`src/rtl/arbiter_wrr_lock.sv`:
```
// Weighted round-robin arbiter with per-transaction grant lock, per-requester credits and a hold timeout.
// Grant is registered, one cycle after a request is seen in IDLE; the owner keeps it until done, a dropped req, or MAX_HOLD.
module arbiter_wrr_lock #(
    parameter int N        = 4,
    parameter int WW       = 4,
    parameter int MAX_HOLD = 16
) (
    input  logic                 clk,
    input  logic                 rst,
    input  logic [N-1:0]         req,
    input  logic                 done,
    input  logic [N*WW-1:0]      weight,
    output logic [N-1:0]         grant,
    output logic [$clog2(N)-1:0] grant_id,
    output logic                 busy,
    output logic                 timeout
);
    localparam int IW = $clog2(N);
    localparam int HW = (MAX_HOLD > 1) ? $clog2(MAX_HOLD) : 1;

    typedef enum logic {IDLE, GRANT} state_t;

    state_t        state, state_nxt;
    logic [WW-1:0] credit     [N];
    logic [WW-1:0] credit_nxt [N];
    logic [WW-1:0] wt         [N];
    logic [IW-1:0] ptr, ptr_nxt, id_nxt, win;
    logic [HW-1:0] hold, hold_nxt;
    logic [N-1:0]  grant_nxt, elig_raw, elig;
    logic          timeout_nxt, reload, found;

    // A zero weight still gets one grant per round.
    always_comb begin
        for (int i = 0; i < N; i++) begin
            wt[i] = (weight[i*WW +: WW] == '0) ? WW'(1) : weight[i*WW +: WW];
            elig_raw[i] = req[i] && (credit[i] != '0);
        end
        reload = (elig_raw == '0);
        elig   = reload ? req : elig_raw;
    end

    always_comb begin
        found = 1'b0;
        win   = '0;
        for (int k = 1; k <= N; k++) begin
            if (!found && elig[(int'(ptr) + k) % N]) begin
                found = 1'b1;
                win   = IW'((int'(ptr) + k) % N);
            end
        end
    end

    always_ff @(posedge clk) begin
        if (rst) begin
            state    <= IDLE;
            grant    <= '0;
            grant_id <= '0;
            timeout  <= 1'b0;
            ptr      <= IW'(N - 1);
            hold     <= '0;
            for (int i = 0; i < N; i++) credit[i] <= '0;
        end else begin
            state    <= state_nxt;
            grant    <= grant_nxt;
            grant_id <= id_nxt;
            timeout  <= timeout_nxt;
            ptr      <= ptr_nxt;
            hold     <= hold_nxt;
            credit   <= credit_nxt;
        end
    end

    always_comb begin
        state_nxt   = state;
        credit_nxt  = credit;
        ptr_nxt     = ptr;
        hold_nxt    = hold;
        grant_nxt   = grant;
        id_nxt      = grant_id;
        timeout_nxt = 1'b0;
        case (state)
            IDLE: begin
                grant_nxt = '0;
                if (req != '0) begin
                    if (reload) begin
                        for (int i = 0; i < N; i++) credit_nxt[i] = wt[i];
                    end
                    grant_nxt = N'(1) << win;
                    id_nxt    = win;
                    hold_nxt  = '0;
                    state_nxt = GRANT;
                end
            end
            GRANT: begin
                // Completion and abandonment both cost exactly one credit.
                if (done || !req[grant_id]) begin
                    if (credit[grant_id] != '0) credit_nxt[grant_id] = credit[grant_id] - WW'(1);
                    ptr_nxt   = grant_id;
                    grant_nxt = '0;
                    state_nxt = IDLE;
                end else if (hold == HW'(MAX_HOLD - 1)) begin
                    credit_nxt[grant_id] = '0;
                    ptr_nxt     = grant_id;
                    grant_nxt   = '0;
                    timeout_nxt = 1'b1;
                    state_nxt   = IDLE;
                end else begin
                    hold_nxt = hold + HW'(1);
                end
            end
            default: state_nxt = IDLE;
        endcase
    end

    always_comb begin
        busy = (state == GRANT);
    end
endmodule

```
`config.mk`:
```
export PLATFORM = sky130hd
export DESIGN_NAME = arbiter_wrr_lock
export DESIGN_NICKNAME = d
export VERILOG_FILES = /design/src/rtl/arbiter_wrr_lock.sv
export SDC_FILE = /design/constraint.sdc
export NUM_CORES = 1
export LEC_CHECK = 0
export ABC_AREA = 1
export BUFFER_PORTS_ARGS = -buffer_cell sky130_fd_sc_hd__buf_2
export CORE_UTILIZATION = 55
export DETAILED_ROUTE_END_ITERATION = 7
export PLACE_DENSITY = 0.84
export SLEW_MARGIN = 20
export SYNTH_ARGS = -nofsm -noshare
export SYNTH_HDL_FRONTEND = slang
export SYNTH_SLANG_ARGS = --single-unit
export TNS_END_PERCENT = 20
```
`constraint.sdc`:
```
create_clock -name clk -period 2.65 [get_ports clk]
set_input_delay 0.265 -clock clk [delete_from_list [all_inputs] [get_ports clk]]
set_output_delay 0.265 -clock clk [all_outputs]
set_load 0.05 [all_outputs]
```
==> results of run 1 <==
==> worst max-delay path, delay by kind of cell (launching register included) <==
family,cells,cell delay (ps)
adder cells (fa/ha/maj),1,230
AND/OR/NAND/NOR,5,1010
AO/OA/AOI/OAI,4,580
buffers and inverters,1,100
flip-flops,1,360
==> per-stage QoR <==
step	worst slack [ps]	utilization (%)	instances	TNS (ps)	hold slack [ps]
6_report	236	67.4	445	0	271
3_5_place_dp	205	64.6	437	0	462
5_1_grt	-0.843	67.4	445	-0.843	289
2_1_floorplan	186	-	364	0	446
4_1_cts	112	67.1	445	0	275
3_3_place_gp	293	64.6	437	0	455
==> metal layers <==
metal  vias up  GRT usage, %
met1      1165          42.5
met5         -             0
li1       1284             -
met3        11          4.83
met2       113          48.9
met4         0          9.51
==> path summary, 6_finish.rpt <==
kind	start	to	slack, ps	depth (start not counted)
worst max register to register	grant_id[0]$_SDFFE_PP0P_	credit[11]$_SDFFE_PP0P_	240	11
worst max-delay path	grant_id[0]$_SDFFE_PP0P_	credit[11]$_SDFFE_PP0P_	240	11
worst min register to register	grant[0]$_SDFFE_PP0N_	grant[0]$_SDFFE_PP0N_	470	2
worst min-delay path	weight[4]	credit[8]$_SDFFE_PP0P_	270	3
==> flip-flops by register name, indices dropped and copies added (netlist names) <==
| name | count |
|---|---|
| busy | 1 |
| timeout | 1 |
| grant_id | 2 |
| grant | 4 |
| credit | 16 |
| ptr | 2 |
| hold | 4 |
==> cell usage in the layout (no fill, tap or decap), drive strengths merged, types with 2 or more instances in the layout <==
master | Yosys | routed
dfxtp | 30 | 30
nand4 | 4 | 4
ha | 3 | 3
or2 | 8 | 8
o21ai | 20 | 20
a22oi | 2 | 2
a21boi | 2 | 2
o31ai | 3 | 3
nand3 | 55 | 55
nand2 | 83 | 83
nor2 | 36 | 36
buf | 0 | 32
a21oi | 30 | 30
o211ai | 3 | 3
xor2 | 2 | 2
nor4 | 2 | 2
clkbuf | 7 | 6
mux2i | 4 | 4
nor3 | 6 | 6
o22ai | 6 | 6
inv | 51 | 51
==> cells by family after synthesis <==
logic type / after synthesis
and+or+nand+nor: 194
AOI/OAI and AO/OA: 73
xor gates and xnor gates: 2
buffers and inverters: 58
DFF: 30
adders and majority gates: 3
muxes: 4
==> what timing repair did <==
| item | 4_1_cts | 5_1_grt |
|---|---|---|
| resized for setup | 0 | 2 |
| hold buffers | 0 | 0 |
| setup endpoints to repair | 0 | 13 |
==> cell type report <==
| cell class | instances | area (um^2) | share of cell area, % |
|---|---|---|---|
| multi-input combinational | 276 | 1430 | 56.1 |
| sequential | 30 | 601 | 23.6 |
| inverter | 51 | 194 | 7.63 |
| timing repair buffer | 32 | 165 | 6.50 |
| clock buffer | 6 | 82.6 | 3.25 |
| tap | 48 | 60.1 | 2.36 |
| clock inverter | 2 | 12.5 | 0.492 |
==> power by group through the flow <==
stage	Sequential [uW]	Clock, uW	Combinational (uW)
6_report	745	395	2110
5_1_grt	766	420	2360
4_1_cts	738	404	2040
3_5_place_dp	748	0	2020
3_3_place_gp	743	0	2000
2_1_floorplan	830	0	1490
==> flow_metrics.env, run 1 <==
export IMPL_min_path_type="input port to register"
export IMPL_grt_first_pass_wirelength_um=10300
export IMPL_setup_viol=0
export IMPL_avgSynthCellArea_um2=6.15
export IMPL_cp_arrival_ps=2580
export IMPL_yosysUniqueCellTypes=35
export IMPL_cp_slowest_stage_delay_ps=410
export IMPL_path_clk_slew_ps=60
export IMPL_crit_slowest_cell="nor2_1"
export IMPL_min_period_over_period_pct=91.1
export IMPL_synth_most_common_cell="nand2_1"
export IMPL_crit_type="register to register"
export IMPL_status="complete, no violations"
export IMPL_synth_seq_cells=30
export IMPL_hpwl_um=4490
export IMPL_synth_edf_count=0
export IMPL_p_total_uw=3250
export IMPL_antenna_found_initial=0
export IMPL_synth_top_cells_by_count="nand2_1 (82), nand3_1 (53), inv_1 (48)"
export IMPL_synth_compound_area_share_pct=18.9
export IMPL_grt_pass1_vias=2289
export IMPL_gp_congestion=0.936
export IMPL_chipHeight_um=65.8
export IMPL_nNetsFinal=422
export IMPL_synth_top_cell_area_share_pct=26.8
export IMPL_clock_root_buffer="clkbuf_8"
export IMPL_clock_sinks=30
export IMPL_drc=0
export IMPL_initial_core_util_pct=59.3
export IMPL_diodes=0
export IMPL_dr_wl_met3_um=480
export IMPL_clockBufferDepth=2
export IMPL_synthCells=364
export IMPL_hold_violations=0
export IMPL_yosysWarnings=0
export IMPL_ios=31
export IMPL_cp_required_ps=2810
export IMPL_synth_xor_area_share_pct=0.783
export IMPL_vias=2573
export IMPL_period_minus_slack_ps=2410
export IMPL_syn_nets=390
export IMPL_power_leakage_uw=0.00123
export IMPL_highest_layer="met4"
export IMPL_cp_end_kind="register"
export IMPL_row_count=22
export IMPL_async_reset_ff_share_pct=0
export IMPL_synth_area_um2=2240
export IMPL_peakVddDrop_mv=0.613
export IMPL_synth_mux_area_fraction_pct=1.79
export IMPL_p_switching_uw=1780
export IMPL_coreArea_um2=3770
export IMPL_postCtsSetupBuffers=0
export IMPL_tightest_slew_ps=668
export IMPL_clk_latency_ps=290
export IMPL_fin_skew_ps=10.8
export IMPL_placed_area_um2=2430
export IMPL_stdcell_area_um2=2540
export IMPL_path_cells="nor2_1 > a22oi_1 > o21ai_0 > a21oi_2 > ha_1 > nand3_1 > nand3_4 > nor2_2 > inv_1 > nand2_1 > a21oi_1"
export IMPL_drtIter0Drc=255
export IMPL_cts_made_buffers=5
export IMPL_synth_area_leaders="dfxtp_1 (27%), nand2_1 (14%), nand3_1 (12%)"
export IMPL_p_per_area_nw_per_um2=1280
export IMPL_relSlewSlack_pct=55.4
export IMPL_combPwrFrac_pct=64.9
export IMPL_max_freq_ghz=0.414
export IMPL_die_w_um=65.8
export IMPL_p_int_uw=1470
export IMPL_start_kind="register"
export IMPL_synth_top_family_by_area="simple AND/OR/NAND/NOR gates"
export IMPL_synthAdderAreaFrac_pct=1.68
export IMPL_drive_above_1_share_pct=15.9
export IMPL_port_buffers=30
export IMPL_slew_violations=0
export IMPL_clkPwrFrac_pct=12.2
export IMPL_synth_ff_type="dfxtp_1"
export IMPL_seq_area_frac_synth_pct=26.8
export IMPL_maxCapViolCount=0
export IMPL_cts_tree="yes"
export IMPL_wl_per_cell_um=13.7
export IMPL_gr_total_overflow=0
export IMPL_ant_nets=0
export IMPL_swShare_pct=54.8
export IMPL_routed_wl_met2_um=2770
export IMPL_totalWireLength_um=6100
export IMPL_cp_max_fo=7
export IMPL_synth_top_cell_by_area="dfxtp_1"
export IMPL_grt_util_all_layers_pct=30.8
export IMPL_die_area_um2=4330
export IMPL_routedLengthMet1_um=2770
export IMPL_fill_cells=346
export IMPL_pwr_share_seq_pct=22.9
export IMPL_drtPass1Iterations=5
export IMPL_synthToLayoutAreaGrowth_pct=13.6
export IMPL_htreeDepth=2
export IMPL_grt_max_degree=23
export IMPL_vias_per_cell=5.78
export IMPL_synth_simple_gate_area_share_pct=40.1
No activity file was read; power rests on OpenSTA's default activity.
==> run 2, diff against run 1 <==
Settings changed: RECOVER_POWER set to 25.
==> flow_metrics.env, run 2 (same netlist as run 1, synthesis figures left out) <==
export IMPL_status="complete, no violations"
export IMPL_grt_max_degree=23
export IMPL_clk_latency_ps=300
export IMPL_cp_end_kind="register"
export IMPL_die_w_um=65.8
export IMPL_peakVddDrop_mv=0.611
export IMPL_grt_util_all_layers_pct=30.8
export IMPL_die_area_um2=4330
export IMPL_cp_required_ps=2810
export IMPL_clock_sinks=30
export IMPL_cts_tree="yes"
export IMPL_diodes=0
export IMPL_period_minus_slack_ps=2450
export IMPL_cp_max_fo=10
export IMPL_grt_first_pass_wirelength_um=10300
export IMPL_min_path_type="input port to register"
export IMPL_p_per_area_nw_per_um2=1280
export IMPL_port_buffers=30
export IMPL_path_clk_slew_ps=60
export IMPL_synthToLayoutAreaGrowth_pct=13.0
export IMPL_totalWireLength_um=6080
export IMPL_crit_path_frequent_cell="nand2_1"
export IMPL_tightest_slew_ps=666
export IMPL_crit_type="register to register"
export IMPL_fill_cells=346
export IMPL_final_cell_mix="nand2_1 (83), nand3_1 (53), inv_1 (48)"
export IMPL_gp_congestion=0.936
export IMPL_antenna_found_initial=0
export IMPL_htreeDepth=2
export IMPL_top_register="credit"
export IMPL_max_freq_ghz=0.408
export IMPL_drtPass1Iterations=5
export IMPL_ctsHoldBuffers=0
export IMPL_ant_nets=0
export IMPL_ios=31
export IMPL_crit_slowest_cell="nor2_1"
export IMPL_largest_register_ffs=16
export IMPL_cp_top_family="simple AND/OR/NAND/NOR gates"
export IMPL_setup_viol=0
export IMPL_start_kind="register"
export IMPL_hpwl_um=4490
export IMPL_gr_total_overflow=0
export IMPL_cp_slowest_stage_delay_ps=420
export IMPL_vias_per_cell=5.77
export IMPL_stdcell_area_um2=2530
export IMPL_hold_violations=0
export IMPL_cts_made_buffers=5
export IMPL_path_cells="nor2_1 > a22oi_1 > o221ai_1 > nand2_1 > inv_4 > nor2_4 > nand3_1 > nand3_4 > nor2_2 > inv_1 > nand2_1 > a21oi_1"
export IMPL_slew_violations=0
export IMPL_vias=2567
export IMPL_power_leakage_uw=0.00120
export IMPL_grt_pass1_vias=2289
export IMPL_drtIter0Drc=302
export IMPL_maxCapViolCount=0
export IMPL_clockBufferDepth=2
export IMPL_final_common_cell="nand2_1"
export IMPL_relSlewSlack_pct=55.6
export IMPL_min_period_over_period_pct=92.5
export IMPL_cp_arrival_ps=2610
export IMPL_chipHeight_um=65.8
export IMPL_fin_cells=445
export IMPL_nNetsFinal=422
export IMPL_fin_skew_ps=10.2
export IMPL_placed_area_um2=2430
export IMPL_critPathBufInv=2
export IMPL_initial_core_util_pct=59.3
export IMPL_drc=0
export IMPL_clock_root_buffer="clkbuf_8"
export IMPL_place_inst=437
export IMPL_coreArea_um2=3770
export IMPL_drive_above_1_share_pct=13.6
export IMPL_wl_per_cell_um=13.7
export IMPL_row_count=22
export IMPL_largestRegisters="credit (16), grant (4), hold (4)"
-- run 2: per-layer routing --
layer / routed length, um / share of wire [%] / global-route usage (%)
met1: 2770 / 46 / 42.5
met2: 2740 / 45 / 48.9
met3: 464 / 7.6 / 4.83
met4: 100 / 1.6 / 9.51
met5: 0 / 0 / 0
-- run 2: path summary, 6_finish.rpt --
| kind | from | endpoint | slack (ps) | cells past startpoint |
|---|---|---|---|---|
| min reg2reg | grant[0]$_SDFFE_PP0N_ | grant[0]$_SDFFE_PP0N_ | 470 | 2 |
| max reg2reg | grant_id[0]$_SDFFE_PP0P_ | credit[11]$_SDFFE_PP0P_ | 200 | 12 |
| min | weight[4] | credit[8]$_SDFFE_PP0P_ | 270 | 3 |
| max | grant_id[0]$_SDFFE_PP0P_ | credit[11]$_SDFFE_PP0P_ | 200 | 12 |
-- run 2: final cells by class --
cell class              count  area, um^2  share of cell area (%)
multi-input cells         276        1420                    56.3
flip-flops and latches     30         601                    23.8
inverters                  51         194                    7.67
repair buffers             32         155                    6.14
clock buffers               6        82.6                    3.27
well taps                  48        60.1                    2.38
clock inverters             2        12.5                   0.495
-- run 2: through the flow --
step	setup TNS, ps	setup WS [ps]	total power (uW)	util [%]	hold slack [ps]
2_1_floorplan	0	186	2320	-	446
3_3_place_gp	0	293	2740	64.6	455
3_5_place_dp	0	205	2770	64.6	462
4_1_cts	0	112	3180	67.1	275
5_1_grt	-3.11	-3.11	3530	67.1	289
6_report	0	199	3240	67.1	270
-- run 2: where the power goes --
part	leakage [uW]	internal [uW]	switching, uW
combinational	0.000904	649	1450
clock	0.0000472	208	189
sequential	0.000246	601	145
-- run 2: worst register-to-register path, cell delays in order, from the launching register on --
cell and delay [ps]:
dfxtp_1 360, nor2_1 420, a22oi_1 170, o221ai_1 100, nand2_1 260, inv_4 220, nor2_4 40, nand3_1 130
nand3_4 130, nor2_2 270, inv_1 100, nand2_1 70, a21oi_1 60
-- run 2: timing repair --
item	in CTS	in global routing
setup buffers	0	0
setup endpoints to repair	0	13
gates resized for setup	0	2
==> run 3, diff against run 2 <==
Settings changed: CELL_PAD_IN_SITES_DETAIL_PLACEMENT set to 0, CELL_PAD_IN_SITES_GLOBAL_PLACEMENT set to 1, CORE_ASPECT_RATIO set to 0.75, CORE_UTILIZATION 55 to 40, PLACE_DENSITY 0.84 to 0.87.
==> flow_metrics.env, run 3 (same netlist as run 1, synthesis figures left out) <==
export IMPL_status="complete, no violations"
export IMPL_cp_max_fo=10
export IMPL_startpoint="grant_id[1]$_SDFFE_PP0P_"
export IMPL_ios=31
export IMPL_slew_violations=0
export IMPL_relSlewSlack_pct=53.4
export IMPL_cp_end_kind="register"
export IMPL_postCtsResizedCells=0
export IMPL_clockBufferDepth=2
export IMPL_grt_pass1_vias=2236
export IMPL_postCtsSetupBuffers=0
export IMPL_cp_required_ps=2810
export IMPL_min_path_type="input port to register"
export IMPL_largest_register_ffs=16
export IMPL_die_w_um=88.4
export IMPL_postLayoutCoreUtil_pct=48.2
export IMPL_reg2reg_slack_ps=340
export IMPL_fin_skew_ps=5.81
export IMPL_start_kind="register"
export IMPL_period_minus_slack_ps=2310
export IMPL_min_delay_start="weight[4]"
export IMPL_drive_above_1_share_pct=14.1
export IMPL_finalSetupTns_ps=0
export IMPL_row_count=23
export IMPL_clk_latency_ps=290
export IMPL_totalWireLength_um=6450
export IMPL_synthToLayoutAreaGrowth_pct=15.2
export IMPL_crit_end="credit[7]$_SDFFE_PP0P_"
export IMPL_wl_per_cell_um=13.6
export IMPL_drtPass1Iterations=4
export IMPL_port_buffers=30
export IMPL_drtIter0Drc=193
export IMPL_clock_root_buffer="clkbuf_8"
export IMPL_coreArea_um2=5350
export IMPL_clock_sinks=30
export IMPL_antenna_found_initial=0
export IMPL_crit_slowest_cell="dfxtp_1"
export IMPL_largestRegisters="credit (16), grant (4), hold (4)"
export IMPL_chipHeight_um=66.8
export IMPL_ctsHoldBuffers=0
export IMPL_path_cells="inv_1 > nand2_1 > inv_1 > a22oi_1 > o221ai_1 > nand2_2 > inv_4 > nand3_2 > nand3_4 > nor2_2 > inv_1 > nand2_1 > a21oi_1"
export IMPL_p_per_area_nw_per_um2=1280
export IMPL_dr_wl_met3_um=344
export IMPL_rsz0062_at_grt="no"
export IMPL_diodes=0
export IMPL_cp_arrival_ps=2480
export IMPL_gp_congestion=0.922
export IMPL_maxCapViolCount=0
export IMPL_drc=0
export IMPL_p_total_uw=3290
export IMPL_crit_type="register to register"
export IMPL_routed_wl_met2_um=2560
export IMPL_hold_violations=0
export IMPL_die_area_um2=5900
export IMPL_final_common_cell="nand2_1"
export IMPL_cts_made_buffers=5
export IMPL_peakVddDrop_mv=0.453
export IMPL_cp_slowest_stage_delay_ps=380
export IMPL_grt_first_pass_wirelength_um=10900
export IMPL_worst_r2r_endpoint="credit[7]$_SDFFE_PP0P_"
export IMPL_path_clk_slew_ps=70
export IMPL_fill_cells=573
export IMPL_highest_layer="met4"
export IMPL_vias=2494
export IMPL_reg2reg_depth=13
export IMPL_cts_tree="yes"
export IMPL_routedLengthMet1_um=3500
export IMPL_grt_max_degree=23
export IMPL_top_register="credit"
export IMPL_grt_util_all_layers_pct=24.4
export IMPL_crit_path_frequent_cell="inv_1"
export IMPL_nNetsFinal=423
export IMPL_vias_per_cell=5.27
export IMPL_hpwl_um=4870
export IMPL_min_period_over_period_pct=87.3
export IMPL_ant_nets=0
export IMPL_final_cell_mix="nand2_1 (82), nand3_1 (53), inv_1 (48)"
export IMPL_power_leakage_uw=0.00120
export IMPL_setup_viol=0
export IMPL_r2r_start="grant_id[1]$_SDFFE_PP0P_"
export IMPL_tightest_slew_ps=698
export IMPL_gr_total_overflow=0
export IMPL_htreeDepth=2
export IMPL_max_freq_ghz=0.432
export IMPL_initial_core_util_pct=41.8
-- run 3: metrics by stage --
stage | cells | hold WS, ps | cell area, um^2 | setup WS [ps]
6_report | 473 | 278 | 2580 | 337
5_1_grt | 473 | 292 | 2580 | 45.0
2_1_floorplan | 364 | 446 | 2240 | 186
3_3_place_gp | 465 | 453 | 2480 | 269
3_5_place_dp | 465 | 454 | 2480 | 137
4_1_cts | 473 | 273 | 2570 | 118
-- run 3: critical path, delay by kind of cell, from the launching register on --
| family | cells | cell delay, ps |
|---|---|---|
| flops | 1 | 380 |
| compound gates | 3 | 370 |
| buf+inv | 4 | 430 |
| simple gates | 6 | 1000 |
-- run 3: worst min path at each step --
| stage | to | slack, ps | cells past startpoint |
|---|---|---|---|
| 6_report | credit[8]$_SDFFE_PP0P_ | 280 | 3 |
| 5_1_grt | credit[9]$_SDFFE_PP0P_ | 290 | 3 |
| 4_1_cts | credit[8]$_SDFFE_PP0P_ | 270 | 3 |
| 3_5_place_dp | grant[1]$_SDFFE_PP0N_ | 450 | 2 |
| 3_3_place_gp | grant[3]$_SDFFE_PP0N_ | 450 | 2 |
| 2_1_floorplan | hold[2]$_SDFFE_PP0P_ | 450 | 1 |
-- run 3: report_power, final --
part | internal, uW | total, uW | switching [uW] | leakage [uW]
registers | 601 | 747 | 146 | 0.000246
clock network | 209 | 410 | 202 | 0.0000472
logic | 667 | 2130 | 1460 | 0.000910
total | 1480 | 3290 | 1810 | 0.00120
-- run 3: area by class of cell --
cell class	count	area (um^2)	share of cell area, %
clock buffer	6	82.6	3.20
clock inverter	2	12.5	0.485
inverter	51	194	7.52
multi-input combinational	276	1430	55.5
sequential	30	601	23.3
tap	75	93.8	3.64
timing repair buffer	33	163	6.31
-- run 3: metal layers --
metal / up-vias / GRT usage, %
met1: 1126 / 36.7
li1: 1287 / -
met2: 76 / 35.7
met3: 5 / 4.58
met4: 0 / 5.04
met5: - / 0
